`src/rtl/cache_dp_arbiter_pkg.sv`:
```
// Shared types and constants for the cache dual-port arbiter: the registered
// read-response record and the miss-counter width.
package cache_dp_arbiter_pkg;

  localparam int MISS_CNT_WIDTH = 16;
  // Response data field width; the top's DATA_WIDTH defaults to this.
  localparam int RESP_DATA_W    = 16;

  typedef struct packed {
    logic                   valid;
    logic                   hit;
    logic [RESP_DATA_W-1:0] data;
  } rd_resp_t;

  function automatic logic [MISS_CNT_WIDTH-1:0] sat_inc(
    input logic [MISS_CNT_WIDTH-1:0] v
  );
    return (&v) ? v : v + 1'b1;
  endfunction

endpackage

```
`src/rtl/cache_dp_arbiter_rr.sv`:
```
// Round-robin arbiter: one-hot grant searched from an internal pointer that
// moves past the winner whenever a grant is taken.
module rr_arbiter #(
  parameter  int N  = 2,
  localparam int PW = (N > 1) ? $clog2(N) : 1
) (
  input  logic          clk,
  input  logic          reset_n,
  input  logic [N-1:0]  i_req,
  input  logic          i_upd,
  output logic [N-1:0]  o_gnt,
  output logic [PW-1:0] o_idx
);

  logic [PW-1:0] r_ptr;
  logic [PW-1:0] w_cand [N];

  always_comb begin
    for (int k = 0; k < N; k++) begin
      w_cand[k] = PW'((int'(r_ptr) + k) % N);
    end
  end

  // Walk from the far end so the candidate closest to r_ptr wins.
  always_comb begin
    o_gnt = '0;
    o_idx = '0;
    for (int k = N-1; k >= 0; k--) begin
      if (i_req[w_cand[k]]) begin
        o_gnt            = '0;
        o_gnt[w_cand[k]] = 1'b1;
        o_idx            = w_cand[k];
      end
    end
  end

  always_ff @(posedge clk or negedge reset_n) begin
    if (!reset_n) begin
      r_ptr <= '0;
    end else if (i_upd && |i_req) begin
      r_ptr <= (int'(o_idx) == N-1) ? '0 : o_idx + 1'b1;
    end
  end

endmodule

```
`src/rtl/cache_dp_arbiter.sv`:
```
// Arbitrates several writers onto cache port A and several readers onto port B,
// registers the read result with write-to-read forwarding and counts misses.
module cache_dp_arbiter
  import cache_dp_arbiter_pkg::*;
#(
  parameter int IDX_BITS   = 2,
  parameter int DATA_WIDTH = RESP_DATA_W,
  parameter int ADDR_WIDTH = 8,
  parameter int NUM_WR     = 2,
  parameter int NUM_RD     = 2
) (
  input  logic                                 clk,
  input  logic                                 reset_n,
  input  logic [NUM_WR-1:0]                    wr_valid_i,
  input  logic [NUM_WR-1:0][ADDR_WIDTH-1:0]    wr_addr_i,
  input  logic [NUM_WR-1:0][DATA_WIDTH-1:0]    wr_data_i,
  output logic [NUM_WR-1:0]                    wr_ready_o,
  input  logic [NUM_RD-1:0]                    rd_valid_i,
  input  logic [NUM_RD-1:0][ADDR_WIDTH-1:0]    rd_addr_i,
  output logic [NUM_RD-1:0]                    rd_ready_o,
  output logic [NUM_RD-1:0]                    rd_resp_valid_o,
  output logic [NUM_RD-1:0]                    rd_resp_hit_o,
  output logic [NUM_RD-1:0][DATA_WIDTH-1:0]    rd_resp_data_o,
  output logic [ADDR_WIDTH-1:0]                cache_addra_o,
  output logic [DATA_WIDTH-1:0]                cache_wdata_o,
  output logic                                 cache_cea_o,
  output logic                                 cache_we_o,
  output logic [ADDR_WIDTH-1:0]                cache_addrb_o,
  output logic                                 cache_ceb_o,
  input  logic [DATA_WIDTH-1:0]                cache_rdatab_i,
  input  logic                                 cache_rhitb_i,
  output logic [MISS_CNT_WIDTH-1:0]            miss_count_o
);

  localparam int WPW   = (NUM_WR > 1) ? $clog2(NUM_WR) : 1;
  localparam int RPW   = (NUM_RD > 1) ? $clog2(NUM_RD) : 1;
  localparam int TAG_W = ADDR_WIDTH - IDX_BITS;

  logic [NUM_WR-1:0]     w_wr_gnt;
  logic [WPW-1:0]        w_wr_idx;
  logic                  w_wr_any;
  logic [ADDR_WIDTH-1:0] w_wr_addr;
  logic [DATA_WIDTH-1:0] w_wr_data;

  logic [NUM_RD-1:0]     w_rd_gnt;
  logic [RPW-1:0]        w_rd_idx;
  logic                  w_rd_any;
  logic [ADDR_WIDTH-1:0] w_rd_addr;

  logic                  w_same_idx;
  logic                  w_same_tag;
  logic                  w_fwd;
  logic                  w_hit;
  logic [DATA_WIDTH-1:0] w_data;

  rd_resp_t                  r_resp;
  logic [NUM_RD-1:0]         r_resp_lane;
  logic [MISS_CNT_WIDTH-1:0] r_miss_cnt;

  // Every grant is a completed transfer, so pointers always advance on grant.
  rr_arbiter #(.N(NUM_WR)) u_wr_arb (
    .clk     (clk),
    .reset_n (reset_n),
    .i_req   (wr_valid_i),
    .i_upd   (1'b1),
    .o_gnt   (w_wr_gnt),
    .o_idx   (w_wr_idx)
  );

  rr_arbiter #(.N(NUM_RD)) u_rd_arb (
    .clk     (clk),
    .reset_n (reset_n),
    .i_req   (rd_valid_i),
    .i_upd   (1'b1),
    .o_gnt   (w_rd_gnt),
    .o_idx   (w_rd_idx)
  );

  assign w_wr_any  = |w_wr_gnt;
  assign w_wr_addr = wr_addr_i[w_wr_idx];
  assign w_wr_data = wr_data_i[w_wr_idx];
  assign w_rd_any  = |w_rd_gnt;
  assign w_rd_addr = rd_addr_i[w_rd_idx];

  assign wr_ready_o    = w_wr_gnt & {NUM_WR{reset_n}};
  assign cache_cea_o   = w_wr_any & reset_n;
  assign cache_we_o    = w_wr_any & reset_n;
  assign cache_addra_o = w_wr_any ? w_wr_addr : '0;
  assign cache_wdata_o = w_wr_any ? w_wr_data : '0;

  assign rd_ready_o    = w_rd_gnt & {NUM_RD{reset_n}};
  assign cache_ceb_o   = w_rd_any & reset_n;
  assign cache_addrb_o = w_rd_any ? w_rd_addr : '0;

  // Only a full-address match forwards; same index with another tag is left
  // to the cache, whose array still holds the old line this cycle.
  assign w_same_idx = w_wr_addr[IDX_BITS-1:0] == w_rd_addr[IDX_BITS-1:0];
  assign w_same_tag = w_wr_addr[ADDR_WIDTH-1 -: TAG_W] == w_rd_addr[ADDR_WIDTH-1 -: TAG_W];
  assign w_fwd      = w_wr_any & w_rd_any & w_same_idx & w_same_tag;
  assign w_hit      = w_fwd | cache_rhitb_i;
  assign w_data     = w_fwd ? w_wr_data : (cache_rhitb_i ? cache_rdatab_i : '0);

  always_ff @(posedge clk or negedge reset_n) begin
    if (!reset_n) begin
      r_resp      <= '0;
      r_resp_lane <= '0;
      r_miss_cnt  <= '0;
    end else begin
      r_resp.valid <= w_rd_any;
      r_resp.hit   <= w_rd_any & w_hit;
      r_resp.data  <= (w_rd_any && w_hit) ? RESP_DATA_W'(w_data) : '0;
      r_resp_lane  <= w_rd_gnt;
      if (w_rd_any && !w_hit) begin
        r_miss_cnt <= sat_inc(r_miss_cnt);
      end
    end
  end

  for (genvar j = 0; j < NUM_RD; j++) begin : g_rd_resp
    assign rd_resp_valid_o[j] = r_resp.valid & r_resp_lane[j];
    assign rd_resp_hit_o[j]   = r_resp.valid & r_resp_lane[j] & r_resp.hit;
    assign rd_resp_data_o[j]  = rd_resp_hit_o[j] ? DATA_WIDTH'(r_resp.data) : '0;
  end

  assign miss_count_o = r_miss_cnt;

endmodule

```
`config.mk`:
```
export PLATFORM = sky130hd
export DESIGN_NAME = cache_dp_arbiter
export DESIGN_NICKNAME = d
export VERILOG_FILES = /design/src/rtl/cache_dp_arbiter_pkg.sv /design/src/rtl/cache_dp_arbiter_rr.sv /design/src/rtl/cache_dp_arbiter.sv
export SDC_FILE = /design/constraint.sdc
export NUM_CORES = 1
export LEC_CHECK = 0
export CAP_MARGIN = 25
export CORE_MARGIN = 3
export CORE_UTILIZATION = 39
export CTS_CLUSTER_DIAMETER = 100
export DETAILED_ROUTE_END_ITERATION = 10
export PLACE_DENSITY = 0.93
export REMOVE_ABC_BUFFERS = 1
export SLEW_MARGIN = 0
export SYNTH_ARGS = -nofsm -noshare
export SYNTH_HDL_FRONTEND = slang
export SYNTH_SLANG_ARGS = --single-unit
```
`constraint.sdc`:
```
create_clock -name clk -period 7 [get_ports clk]
set_clock_uncertainty 0.1 [all_clocks]
set_input_delay 1.05 -clock clk [delete_from_list [all_inputs] [get_ports clk]]
set_output_delay 1.05 -clock clk [all_outputs]
set_load 0.01 [all_outputs]
```
==> results_dict.tcl, run 1 <==
set metrics [dict create \
    cts.path.max_buffers 2 \
    synthCells 296 \
    grtUsageTotal 0.254 \
    worstPathArrival_ns 3.23 \
    fin_crit_sh 0.626 \
    grt_start_max_net_pins 41 \
    cp-end-kind "primary output" \
    grt_pass1_vias 2948 \
    gp_congestion 0.908 \
    slew_headroom 0.518 \
    die_h_um 88.1 \
    crit_fanout 18 \
    clkPwrFrac 0.284 \
    synth.cell_area_um2 2630 \
    cp_data_required_time_ns 5.85 \
    comb_power_share 0.365 \
    rsz0062_at_grt "false" \
    worst_slack_ns 2.62 \
    cts_root_buffer "clkbuf_8" \
    htreeDepth 2 \
    vdd_drop_max_mv 0.162 \
    rows 29 \
    power_frac_seq 0.351 \
    hp-class "reg2reg" \
    fin_setup_tns_ns 0 \
    antenna_found_initial 0 \
    synth_edf_count 0 \
    dp_hpwl_mm 7.77 \
    ys_seq_area_frac 0.361 \
    start_util 0.407 \
    ios 178 \
    cap_violations 0 \
    yosys.area.top_type "dfrtp_1" \
    drv_slew 0 \
    num-fill-cells 489 \
    register_area_um2 951 \
    status "finished clean" \
    antenna_cells 0 \
    async_reset_ff_frac 1.00 \
    dr.pass1.iters 4 \
    p_leak_nw 2.06 \
    synth_ff_type "dfrtp_1" \
    ctsHoldBuffers 0 \
    synthTopCellsByArea "dfrtp_1, mux2i_1, nor2_1" \
    r2r_cells 9 \
    area_delta_synth_final_pct 75.9 \
    first_iter_violations 75 \
    worstMarginPinSlew_ns 0.723 \
    via_per_inst 5.18 \
    cts.sinks 38 \
    cp-start-kind "primary input" \
    clock_latency_ns 0.29 \
    startpoint "wr_valid_i[0]" \
    drc 0 \
    pre_cts_ws_ns 2.23 \
    path_clk_slew_ns 0.08 \
    max_freq_ghz 0.228 \
    synth_most_common_cell "nor2_1" \
    syn_area_per_cell_um2 8.89 \
    intPower_mw 0.556 \
    totalWireLength_mm 9.85 \
    die_x_um 88.1 \
    drive_above_1_share 0.0917 \
    dieArea_um2 7770 \
    switching_share 0.292 \
    post_drt_wl_per_cell_um 18.0 \
    cts_tree "yes" \
    worstSetupPathType "in2out" \
    r2r_end "miss_count_o[1]" \
    finalHoldViolCount 0 \
    fin_crit_ns 4.38 \
    postRouteAntennaNets 0 \
    synth_warnings 0 \
    io_buffers 177 \
    rrSetupSlack_ns 3.81 \
    postCtsResizedCells 0 \
    grt_pass1_wl_mm 15.1 \
    cts-buffers-inserted 5 \
    cts_setup_buffers 0 \
    synth_seq_cells 38 \
    ys_top_cells_by_count "nor2_1, dfrtp_1, and2_1" \
    synth_top_area_share 0.361 \
    vias 2827 \
    fin_nets 556 \
    endpoint "cache_addra_o[2]" \
    overflow 0 \
    power_switching_mw 0.229 \
    multiInputGateArea_um2 1560 \
    core_area_um2 6460 \
    ys_types 33 \
    setup_viol 0 \
    r2r-start "u_wr_arb.r_ptr" \
    pwr_density_cell_nw_per_um2 170 \
]
[power by group through the flow]
| stage | Combinational, mW | Clock, mW | Sequential [mW] |
|---|---|---|---|
| 6_report | 0.287 | 0.223 | 0.276 |
| 4_1_cts | 0.286 | 0.229 | 0.276 |
| 2_1_floorplan | 0.106 | 0 | 0.281 |
| 3_5_place_dp | 0.285 | 0 | 0.280 |
| 5_1_grt | 0.308 | 0.234 | 0.279 |
| 3_3_place_gp | 0.274 | 0 | 0.277 |
[per-stage QoR]
step	area (um^2)	std cells	hold WS, ns	util	total power [mW]
after floorplan	2520	277	0.364	-	0.388
after global placement	4410	534	0.379	0.683	0.551
after detailed placement	4460	536	0.382	0.690	0.565
after CTS	4590	544	0.399	0.711	0.791
after global routing	4630	546	0.420	0.717	0.821
final	4630	546	0.396	0.717	0.785
[state kept, by name, indices dropped and copies added, names as in the netlist]
register	flops
u_wr_arb.r_ptr	1
miss_count_o	16
r_resp_lane	2
u_rd_arb.r_ptr	1
r_resp	18
[area by class of cell]
type | instances | share of cell area
Clock inverter | 3 | 0.0149
Inverter | 6 | 0.00486
Multi-Input combinational cell | 233 | 0.336
Clock buffer | 5 | 0.0149
Tap cell | 77 | 0.0208
Timing Repair Buffer | 184 | 0.403
Sequential cell | 38 | 0.205
[per-layer routing]
| metal | GRT usage | vias up | wire (um) |
|---|---|---|---|
| met5 | 0 | - | 0 |
| met3 | 0.0630 | 19 | 714 |
| met1 | 0.286 | 1356 | 3740 |
| li1 | - | 1322 | - |
| met2 | 0.466 | 130 | 5130 |
| met4 | 0.0852 | 0 | 262 |
[critical path: stages]
cell             delay (ns)
clkdlybuf4s50_1        0.52
inv_1                  0.10
o21ai_4                0.41
buf_16                 0.24
mux2i_1                0.34
nor2_1                 0.08
clkdlybuf4s50_1        0.50
[cell families after synthesis]
family                   synth area share
AND/OR/NAND/NOR                     0.297
AO/OA/AOI/OAI                      0.0166
flip-flops                          0.361
adder cells (fa/ha/maj)           0.00475
XOR/XNOR                           0.0766
buffers and inverters              0.0495
multiplexers                        0.194
[how the worst min path moves through the flow]
stage                     start          endpoint  depth (start not counted)
2_1_floorplan    u_rd_arb.r_ptr    u_rd_arb.r_ptr                          1
3_3_place_gp     u_rd_arb.r_ptr    u_rd_arb.r_ptr                          1
3_5_place_dp   miss_count_o[11]  miss_count_o[11]                          1
4_1_cts         miss_count_o[9]   miss_count_o[9]                          1
5_1_grt        miss_count_o[11]  miss_count_o[11]                          1
6_report        miss_count_o[9]   miss_count_o[9]                          1
[cells in the final DEF, fill, tap and decap left out, types with 2 or more instances in the layout]
master,n
clkbuf_8,5
or2_2,3
nor2_2,2
and3_1,4
and2_1,35
nor2_1,57
nor4_2,3
nor4_1,5
inv_1,6
a21oi_1,3
nand2_1,24
mux2i_1,32
or3_1,3
nand3_1,7
xnor2_1,11
or4_1,2
nor3_1,3
dfrtp_1,38
buf_4,4
clkdlybuf4s50_1,176
buf_16,2
bufinv_16,2
mux2_2,17
xor2_1,12
Note: power is estimated with default switching activity, not from simulation.
==> run 2: changes to the inputs <==
Settings changed: CORE_UTILIZATION 39 to 33, PLACE_DENSITY 0.93 to 0.84.
Clock period 7 ns to 3.9 ns, I/O delays scaled along.
==> run 2 against run 1 <==
Clock-buffer cell count rose by 1. Worst hold slack got worse by 0.089 ns. Critical path depth did not move. Wire length fell by 5.0%. Via count fell by 1.3%. Combinational power rose by 78%. Highest routed layer unchanged. Global-route usage fell by 4.7 points. Total power rose by 81%.
==> results_dict.tcl, run 2 (synthesis gave the netlist of run 1 again) <==
set metrics [dict create \
    cp_top_family "buffers and inverters" \
    drive_above_1_share 0.101 \
    grtUsageTotal 0.206 \
    hp-class "in2async" \
    die_x_um 95.3 \
    cp_data_required_time_ns 3.21 \
    worstPathCellList "clkdlybuf4s50_1, inv_1, o21ai_4, buf_4, mux2i_1, nor2_1, clkdlybuf4s50_1" \
    antenna_cells 0 \
    worstMarginPinSlew_ns 0.620 \
    crit_slowest_cell "clkdlybuf4s50_1" \
    ctsHoldBuffers 0 \
    finalHoldViolCount 0 \
    cp-end-kind "primary output" \
    io_buffers 177 \
    layout_commonest_cell "clkdlybuf4s50_1" \
    cts_tree "yes" \
    fin_crit_sh 0.857 \
    pwr_density_cell_nw_per_um2 303 \
    final_cell_mix "clkdlybuf4s50_1, nor2_1, dfrtp_1" \
    dieArea_um2 9080 \
    fin_crit_ns 3.34 \
    dp_cells 565 \
    instances_no_fill 573 \
    start_util 0.351 \
    area_delta_synth_final_pct 77.7 \
    final_core_util 0.625 \
    vias 2791 \
    rsz0062_at_grt "false" \
    slowest_delay_ns 0.52 \
    cts.path.max_buffers 2 \
    r2r_end "miss_count_o[1]" \
    p_total_mw 1.42 \
    postCtsResizedCells 0 \
    postRouteAntennaNets 0 \
    grt_pass1_wl_mm 14.3 \
    setup_viol 0 \
    slew_headroom 0.586 \
    grt_pass1_vias 2891 \
    cap_violations 0 \
    r2r_cells 9 \
    largest_register "r_resp" \
    vdd_drop_max_mv 0.190 \
    dpl_cell_area_um2 4530 \
    htreeDepth 2 \
    largest_reg_flops 18 \
    worstPathArrival_ns 2.66 \
    dp_hpwl_mm 7.61 \
    worst_slack_ns 0.558 \
    pre_cts_ws_ns 0.336 \
    max_freq_ghz 0.299 \
    rrSetupSlack_ns 1.12 \
    crit_fanout 8 \
    drv_slew 0 \
    dr.pass1.iters 4 \
    ios 178 \
    path_common_cell "clkdlybuf4s50_1" \
    cts_root_buffer "clkbuf_8" \
    post_drt_wl_per_cell_um 16.3 \
    overflow 0 \
    worstSetupPathType "in2out" \
    p_leak_nw 2.07 \
    gp_congestion 0.806 \
    first_iter_violations 94 \
    grt_start_max_net_pins 39 \
    cts.sinks 38 \
    clock_latency_ns 0.29 \
    fin_setup_tns_ns 0 \
    fin_hold_ws_ns 0.308 \
    cp-start-kind "primary input" \
    totalWireLength_mm 9.36 \
    rows 31 \
    r2r-start "u_rd_arb.r_ptr" \
    status "finished clean" \
    via_per_inst 4.87 \
    die_h_um 95.3 \
    cts_setup_buffers 0 \
    finalInstanceArea_um2 4680 \
    cts-buffers-inserted 5 \
    critPathBufInv 4 \
    core_area_um2 7490 \
    path_clk_slew_ns 0.08 \
    antenna_found_initial 0 \
    fin_nets 561 \
    drc 0 \
]
-- run 2: changes by cell type in the layout (fill, tap and decap cells not counted) --
cell	change
buf_8	-1
clkinv_4	-1
clkbuf_8	+1
buf_4	+6
buf_16	-2
buf_12	+2
-- run 2: routing by layer --
layer  routed length (um)  track usage  vias up
met5                    0            0        -
met4                  406        0.106        0
met3                  638       0.0481       24
met2                 4890        0.372      122
met1                 3420        0.224     1317
li1                     -            -     1328
-- run 2: layout make-up --
type	instances	area, um^2
Timing Repair Buffer	189	1880
Clock buffer	6	82.6
Inverter	6	22.5
Sequential cell	38	951
Multi-Input combinational cell	233	1560
Fill cell	618	2810
Clock inverter	2	60.1
Tap cell	99	124
-- run 2: power by group --
| part | switching [mW] | internal (mW) | total, mW | leakage [nW] |
|---|---|---|---|---|
| Clock | 0.138 | 0.273 | 0.411 | 0.0714 |
| Sequential | 0.0547 | 0.441 | 0.496 | 0.488 |
| Combinational | 0.211 | 0.302 | 0.512 | 1.51 |
| Total | 0.403 | 1.02 | 1.42 | 2.07 |
-- run 2: worst max-delay path by stage --
stage / end / cells after the start / start
after floorplan: miss_count_o[1] / 8 / wr_valid_i[0]
after global placement: miss_count_o[1] / 11 / rd_valid_i[0]
after detailed placement: miss_count_o[1] / 11 / rd_valid_i[0]
after CTS: cache_wdata_o[12] / 7 / wr_valid_i[0]
after global routing: cache_we_o / 7 / wr_valid_i[0]
final: cache_wdata_o[12] / 7 / wr_valid_i[0]
==> run 3: changes to the inputs <==
Settings changed: PLACE_DENSITY 0.84 to 0.78.
==> run 3 against run 2 <==
Setup slack lost 0.029 ns. Highest routed layer unchanged. Total power decreased by 10%. Global-route usage decreased by 0.19 points. Clock power decreased by 32%. Worst hold slack improved by 0.00091 ns.
==> results_dict.tcl, run 3 (synthesis gave the netlist of run 1 again) <==
set metrics [dict create \
    status "finished clean" \
    cp_data_required_time_ns 3.21 \
    postCtsResizedCells 0 \
    crit_fanout 8 \
    layout_commonest_cell "clkdlybuf4s50_1" \
    pwr_density_cell_nw_per_um2 276 \
    path_clk_slew_ns 0.07 \
    fin_nets 559 \
    cts_root_buffer "clkbuf_8" \
    vias 2741 \
    drv_slew 0 \
    antenna_cells 0 \
    max_freq_ghz 0.297 \
    hp-class "in2async" \
    first_iter_violations 75 \
    largest_register "r_resp" \
    r2r-start "u_rd_arb.r_ptr" \
    grtUsageTotal 0.205 \
    dieArea_um2 9080 \
    totalWireLength_mm 9.14 \
    rows 31 \
    grt_start_max_net_pins 39 \
    cp-end-kind "primary output" \
    dp_hpwl_mm 7.50 \
    drive_above_1_share 0.0975 \
    postRouteAntennaNets 0 \
    die_x_um 95.3 \
    overflow 0 \
    via_per_inst 4.80 \
    cp-start-kind "primary input" \
    cts_setup_buffers 0 \
    setup_viol 0 \
    largest_reg_flops 18 \
    worstMarginPinSlew_ns 0.647 \
    start_util 0.351 \
    cts_tree "yes" \
    pre_cts_ws_ns 0.329 \
    htreeDepth 2 \
    post_drt_wl_per_cell_um 16.0 \
    grt_pass1_wl_mm 14.2 \
    vdd_drop_max_mv 0.120 \
    io_buffers 177 \
    worstPathArrival_ns 2.69 \
    fin_setup_tns_ns 0 \
    grt_pass1_vias 2889 \
    cts.sinks 38 \
    final_cell_mix "clkdlybuf4s50_1, nor2_1, dfrtp_1" \
    fin_crit_ns 3.37 \
    drc 0 \
    cts.path.max_buffers 2 \
    fin_crit_sh 0.864 \
    die_h_um 95.3 \
    core_area_um2 7490 \
    finalHoldViolCount 0 \
    clock_latency_ns 0.29 \
    p_leak_nw 2.04 \
    antenna_found_initial 0 \
    worstSetupPathType "in2out" \
    dr.pass1.iters 4 \
    slew_headroom 0.568 \
    worst_slack_ns 0.530 \
    gp_congestion 0.877 \
    cts-buffers-inserted 5 \
    ios 178 \
    rsz0062_at_grt "false" \
    area_delta_synth_final_pct 75.4 \
    startpoint "wr_valid_i[0]" \
    cap_violations 0 \
    ctsHoldBuffers 0 \
]
run 3: changes by cell type in the layout (fill, tap and decap cells not counted), sizes merged:
| cell | delta |
|---|---|
| bufinv | -2 |
| clkinv | +1 |
| buf | -2 |
| clkinvlp | +1 |
run 3: per-stage QoR:
step                std cells  instance area, um^2  hold WS (ns)  power (mW)   util
global placement          563                 4520         0.381       0.999  0.604
floorplan                 277                 2520         0.189       0.696      -
detailed placement        563                 4520         0.382        1.01  0.604
global route              571                 4610         0.332        1.35  0.616
CTS                       571                 4610         0.323        1.29  0.616
finish                    571                 4610         0.309        1.28  0.616
run 3: critical path, stage by stage:
cell	delay (ns)
clkdlybuf4s50_1	0.52
inv_1	0.10
o21ai_4	0.33
buf_4	0.23
mux2i_1	0.29
nor2_1	0.10
clkdlybuf4s50_1	0.53
run 3: area by class of cell:
cell class                 instances  area, um^2
fill                             622        2870
timing repair buffer             187        1870
clock buffer                       6        82.6
multi-input combinational        233        1560
tap                               99         124
inverter                           6        22.5
clock inverter                     2        12.5
sequential                        38         951
run 3: worst paths after layout:
path	to	slack (ns)	depth (start not counted)
max	cache_addra_o[6]	0.53	7
min	r_resp[8]	0.31	2
max reg2reg	miss_count_o[1]	1.09	9
min reg2reg	miss_count_o[11]	0.39	1
max in group asynchronous	r_resp[6]	3.06	2
min in group clk	miss_count_o[11]	0.39	1
run 3: where the power goes:
group	switching (mW)	leakage (nW)	internal, mW	total, mW
combinational	0.206	1.50	0.299	0.505
clock	0.138	0.0472	0.142	0.280
sequential	0.0488	0.488	0.441	0.490
total	0.394	2.04	0.882	1.28
run 3: layer usage:
metal  vias up  global-route usage  share of wire
met3        26              0.0560          0.070
li1       1328                   -              -
met1      1272               0.230           0.38
met2       115               0.358           0.51
met4         0              0.0938          0.042
met5         -                   0              0
==> edit 1: new RTL, settings of run 2 <==
`ADDR_WIDTH`: 8 -> 7.
--- a/src/rtl/cache_dp_arbiter.sv
+++ b/src/rtl/cache_dp_arbiter.sv
@@ -6,5 +6,5 @@
   parameter int IDX_BITS   = 2,
   parameter int DATA_WIDTH = RESP_DATA_W,
-  parameter int ADDR_WIDTH = 8,
+  parameter int ADDR_WIDTH = 7,
   parameter int NUM_WR     = 2,
   parameter int NUM_RD     = 2
Ports: changed (resized cache_addra_o, cache_addrb_o, rd_addr_i and wr_addr_i); port bits go from 178 to 172. No check against the original RTL was run, so the function may have changed too.
==> edit 1 against run 2 <==
Cell area decreased by 3.5%. Sequential power decreased by 1%. Critical endpoint is now cache_wdata_o[5]. Combinational power decreased by 2%. Largest power group unchanged. Sequential cell count unchanged. Synthesized area decreased by 0.71%. Total power decreased by 6.0%. Setup slack got worse by 0.052 ns. Clock power decreased by 17%. Routed wire length increased by 2.7%.
==> edit 1: results (changes against run 2) <==
[placement]
port_buffers = 171  ; was 177
finalWeightedCongestion = 0.875  ; was 0.806
hpwl_um = 7510  ; was 7610 um
pre_cts_slack_ns = 0.539  ; was 0.336 ns

[global_routing]
use_met3_pct = 5.26  ; was 4.81%
use_met2_pct = 40.1  ; was 37.2%
use_met1_pct = 23.2  ; was 22.4%
grt_pass1_wl_um = 15000  ; was 14300 um
grt_use_total_pct = 21.1  ; was 20.6%
grt_max_degree = 37  ; was 39

[cells_and_area]
buffers_excl_clock = 178  ; was 189
drive_gt1_share_pct = 5.19  ; was 10.1%
buf_share_pct = 39.0  ; was 40.2%
stdcell_area_um2 = 4510  ; was 4680 um^2
instances_no_fill = 581  ; was 573
clkCellAreaFrac_pct = 2.49  ; was 3.05%
fillers = 662  ; was 618

[setup_path]
max_stage_delay_ns = 0.57  ; was 0.52 ns
cp_max_fo = 16  ; was 8

[pwr]
share_comb_of_total_power_pct = 37.5  ; was 36.1%
p_comb_mw = 0.500  ; was 0.512 mW
vdd_drop_max_mv = 0.136  ; was 0.190 mV
power_frac_seq_pct = 36.8  ; was 34.9%

[yosys]
synthTopCellsByCount = nand3_1, dfrtp_1, and2_1  ; was nor2_1, dfrtp_1, and2_1
synthAdderAreaFrac_pct = 0.479  ; was 0.476%
ys_types = 32  ; was 33
synth.most_common_cell = nand3_1  ; was nor2_1
synth-compound-area-share_pct = 13.6  ; was 1.66%
synth-xor-area-share_pct = 4.69  ; was 7.66%
yosysSeqAreaShare_pct = 36.4  ; was 36.1%
synthMuxAreaShare_pct = 6.56  ; was 19.4%

[run_status]
status = complete, no violations  ; unchanged

[sta]
tightest_slew_ns = 0.720  ; was 0.620 ns

[route]
vias = 3075  ; was 2791

==> edit 1: cell families after synthesis <==
logic type / count (synthesis)
adder cells (fa/ha/maj): 1
multiplexers: 17
XOR/XNOR: 14
buffers and inverters: 27
AND/OR/NAND/NOR: 160
AO/OA/AOI/OAI: 61
flip-flops: 38
==> edit 1: worst paths after layout <==
check	endpoint	slack [ns]	startpoint	cells past startpoint
worst max-delay path	cache_wdata_o[5]	0.51	wr_valid_i[0]	7
worst min-delay path	u_rd_arb.r_ptr	0.01	reset_n	1
worst min register to register	miss_count_o[10]	0.40	miss_count_o[10]	1
worst max register to register	r_resp[15]	1.41	u_rd_arb.r_ptr	8
max in group asynchronous	r_resp[13]	2.99	reset_n	2
min in group clk	miss_count_o[10]	0.40	miss_count_o[10]	1
==> edit 1: metal layers <==
layer / wire [um] / vias up
li1: - / 1449
met5: 0 / -
met1: 3660 / 1447
met3: 932 / 16
met2: 4890 / 163
met4: 138 / 0
==> edit 2: new RTL, settings of run 2 <==
Without the edit above. Reset style: synchronous (`reset_n`), changed in 2 clocked blocks.
--- a/src/rtl/cache_dp_arbiter_rr.sv
+++ b/src/rtl/cache_dp_arbiter_rr.sv
@@ -35,5 +35,5 @@
   end
 
-  always_ff @(posedge clk or negedge reset_n) begin
+  always_ff @(posedge clk) begin
     if (!reset_n) begin
       r_ptr <= '0;
--- a/src/rtl/cache_dp_arbiter.sv
+++ b/src/rtl/cache_dp_arbiter.sv
@@ -101,5 +101,5 @@
   assign w_data     = w_fwd ? w_wr_data : (cache_rhitb_i ? cache_rdatab_i : '0);
 
-  always_ff @(posedge clk or negedge reset_n) begin
+  always_ff @(posedge clk) begin
     if (!reset_n) begin
       r_resp      <= '0;
Formal check against the unedited RTL: differs if reset_n is asserted again (counterexample within 4 cycles, from zero or initial values and one cycle with reset_n low); with reset_n held inactive, the same outputs for 10 cycles.
==> edit 2 against run 2 <==
Sequential cell count stayed put. Total power fell by 29%. Via count grew 4.9%. Sequential share of layout area fell by 3.3 points. Cell area is 4.4% lower. Routed wire length is 1.1% lower. Setup slack better by 0.11 ns. Synthesized area shrank 2.2%. Largest power group is now sequential cells. Highest routed layer unchanged.
==> edit 2: results (changes against run 2) <==
[placement]
pre_cts_slack_ns = 0.408  ; was 0.336 ns
hpwl_um = 7620  ; was 7610 um
finalWeightedCongestion = 0.838  ; was 0.806
port_buffers = 177  ; unchanged

[clock_network]
hold_buffers = 0  ; unchanged
clock_path_buffers = 2  ; unchanged
cts-resized-gates = 0  ; unchanged
cts_buffers = 5  ; unchanged
htreeDepth = 2  ; unchanged
path_clk_slew_ns = 0.07
clock_latency_ns = 0.29  ; about the same
postCtsSetupBuffers = 0  ; unchanged

[pwr]
p_leak_nw = 1.75  ; was 2.07 nW
vdd_drop_max_mv = 0.136  ; was 0.190 mV

[cells_and_area]
largest_register_ffs = 18  ; unchanged
drive_gt1_share_pct = 4.27  ; was 10.1%
layout.nets = 580  ; was 561
num_antenna_cells = 0  ; unchanged
regMostFlops = r_resp  ; unchanged

[setup_path]
endpoint_kind = output port  ; unchanged
crit_arrival_ns = 2.55  ; was 2.66 ns
cp_max_fo = 25  ; was 8

[yosys]
synthMuxAreaShare_pct = 15.7  ; was 19.4%
ys_types = 39  ; was 33
synth-compound-area-share_pct = 9.29  ; was 1.66%
synthAdderAreaFrac_pct = 0.486  ; was 0.476%
synth-xor-area-share_pct = 2.72  ; was 7.66%
synth_area_leaders = dfxtp_1, mux2i_1, and2_1  ; was dfrtp_1, mux2i_1, nor2_1
yosysWarningCount = 0  ; unchanged
yosysSeqAreaShare_pct = 29.6  ; was 36.1%
synthTopCellsByCount = nor2_1, mux2i_1, dfxtp_1  ; was nor2_1, dfrtp_1, and2_1
async_flop_share_pct = 0  ; was 100%

[global_routing]
grt_pass1_wl_um = 14400  ; was 14300 um
first_global_vias = 2962  ; was 2891
grt_use_total_pct = 20.6  ; about the same
grt_max_degree = 26  ; was 39

[min_path]
hold_path_class = register to register  ; was primary input to async pin

[route]
via_per_inst = 4.96  ; was 4.87
drt_iter0_markers = 135  ; was 94
dr.pass1.iters = 4  ; unchanged
ant_nets = 0  ; unchanged
drt-total-wl_um = 9260  ; was 9360 um

[run_status]
status = complete, no violations  ; unchanged

[sta]
tightest_slew_ns = 0.671  ; was 0.620 ns

[edit 2: cell count changes after synthesis, moves of 4 or more]
cell / run 2 / this run
or4_1: 2 / 6
dfxtp_1: 0 / 38
mux2_2: 17 / 0
o31ai_1: 0 / 6
xnor2_1: 11 / 7
nand2b_1: 1 / 25
mux2i_1: 32 / 39
nand2_1: 24 / 18
dfrtp_1: 38 / 0
a21oi_1: 3 / 29
nor2_1: 59 / 40
nand3_1: 7 / 21
xor2_1: 12 / 1
[edit 2: kinds of logic (layout without fill, tap and decap cells)]
kind of cell               count (synthesis)  in the layout
and+or+nand+nor                          170            170
AOI/OAI and AO/OA                         40             40
muxes                                     40             40
DFF                                       38             38
buffers and inverters                     28            195
xor gates and xnor gates                   8              8
adders and majority gates                  1              1
[edit 2: layer usage]
| layer | wire length, um | vias up | track usage (%) |
|---|---|---|---|
| met5 | 0 | - | 0 |
| met1 | 3520 | 1354 | 23.4 |
| met4 | 197 | 0 | 7.46 |
| met3 | 624 | 17 | 5.13 |
| met2 | 4910 | 118 | 37.0 |
| li1 | - | 1440 | - |
[edit 2: final cells by class]
cell class                 count  area (um^2)
fill                         646         2940
timing repair buffer         182         1810
multi-input combinational    259         1680
sequential                    38          761
tap                           99          124
clock buffer                   7         76.3
inverter                       6         22.5
[edit 2: final timing paths]
kind                                startpoint           endpoint  slack, ns  cells past startpoint
worst max-delay path             wr_valid_i[0]  cache_wdata_o[12]       0.67                      6
worst min-delay path            u_rd_arb.r_ptr     r_resp_lane[0]       0.39                      1
worst max register to register  u_wr_arb.r_ptr         r_resp[15]       1.13                      8
worst min register to register  u_rd_arb.r_ptr     r_resp_lane[0]       0.39                      1
[edit 2: metrics by stage]
step | power, mW | cells | hold WS (ns) | area, um^2
after global placement | 0.757 | 584 | 0.368 | 4390
after floorplan | 0.556 | 303 | 0.347 | 2460
after detailed placement | 0.761 | 584 | 0.371 | 4390
after global routing | 1.05 | 591 | 0.410 | 4470
final | 1.00 | 591 | 0.389 | 4470
after CTS | 1.01 | 591 | 0.389 | 4470
[edit 2: worst max-delay path, cell delays in order]
cell and delay (ns):
clkdlybuf4s50_1 0.55, nand2b_4 0.08, nand2_4 0.33, mux2i_1 0.41, nor2_1 0.08, clkdlybuf4s50_1 0.49
[edit 2: where the power goes]
group	switching [mW]	total, mW	internal [mW]
logic	0.144	0.342	0.197
clock network	0.128	0.251	0.123
registers	0.00898	0.410	0.401
total	0.281	1.00	0.722
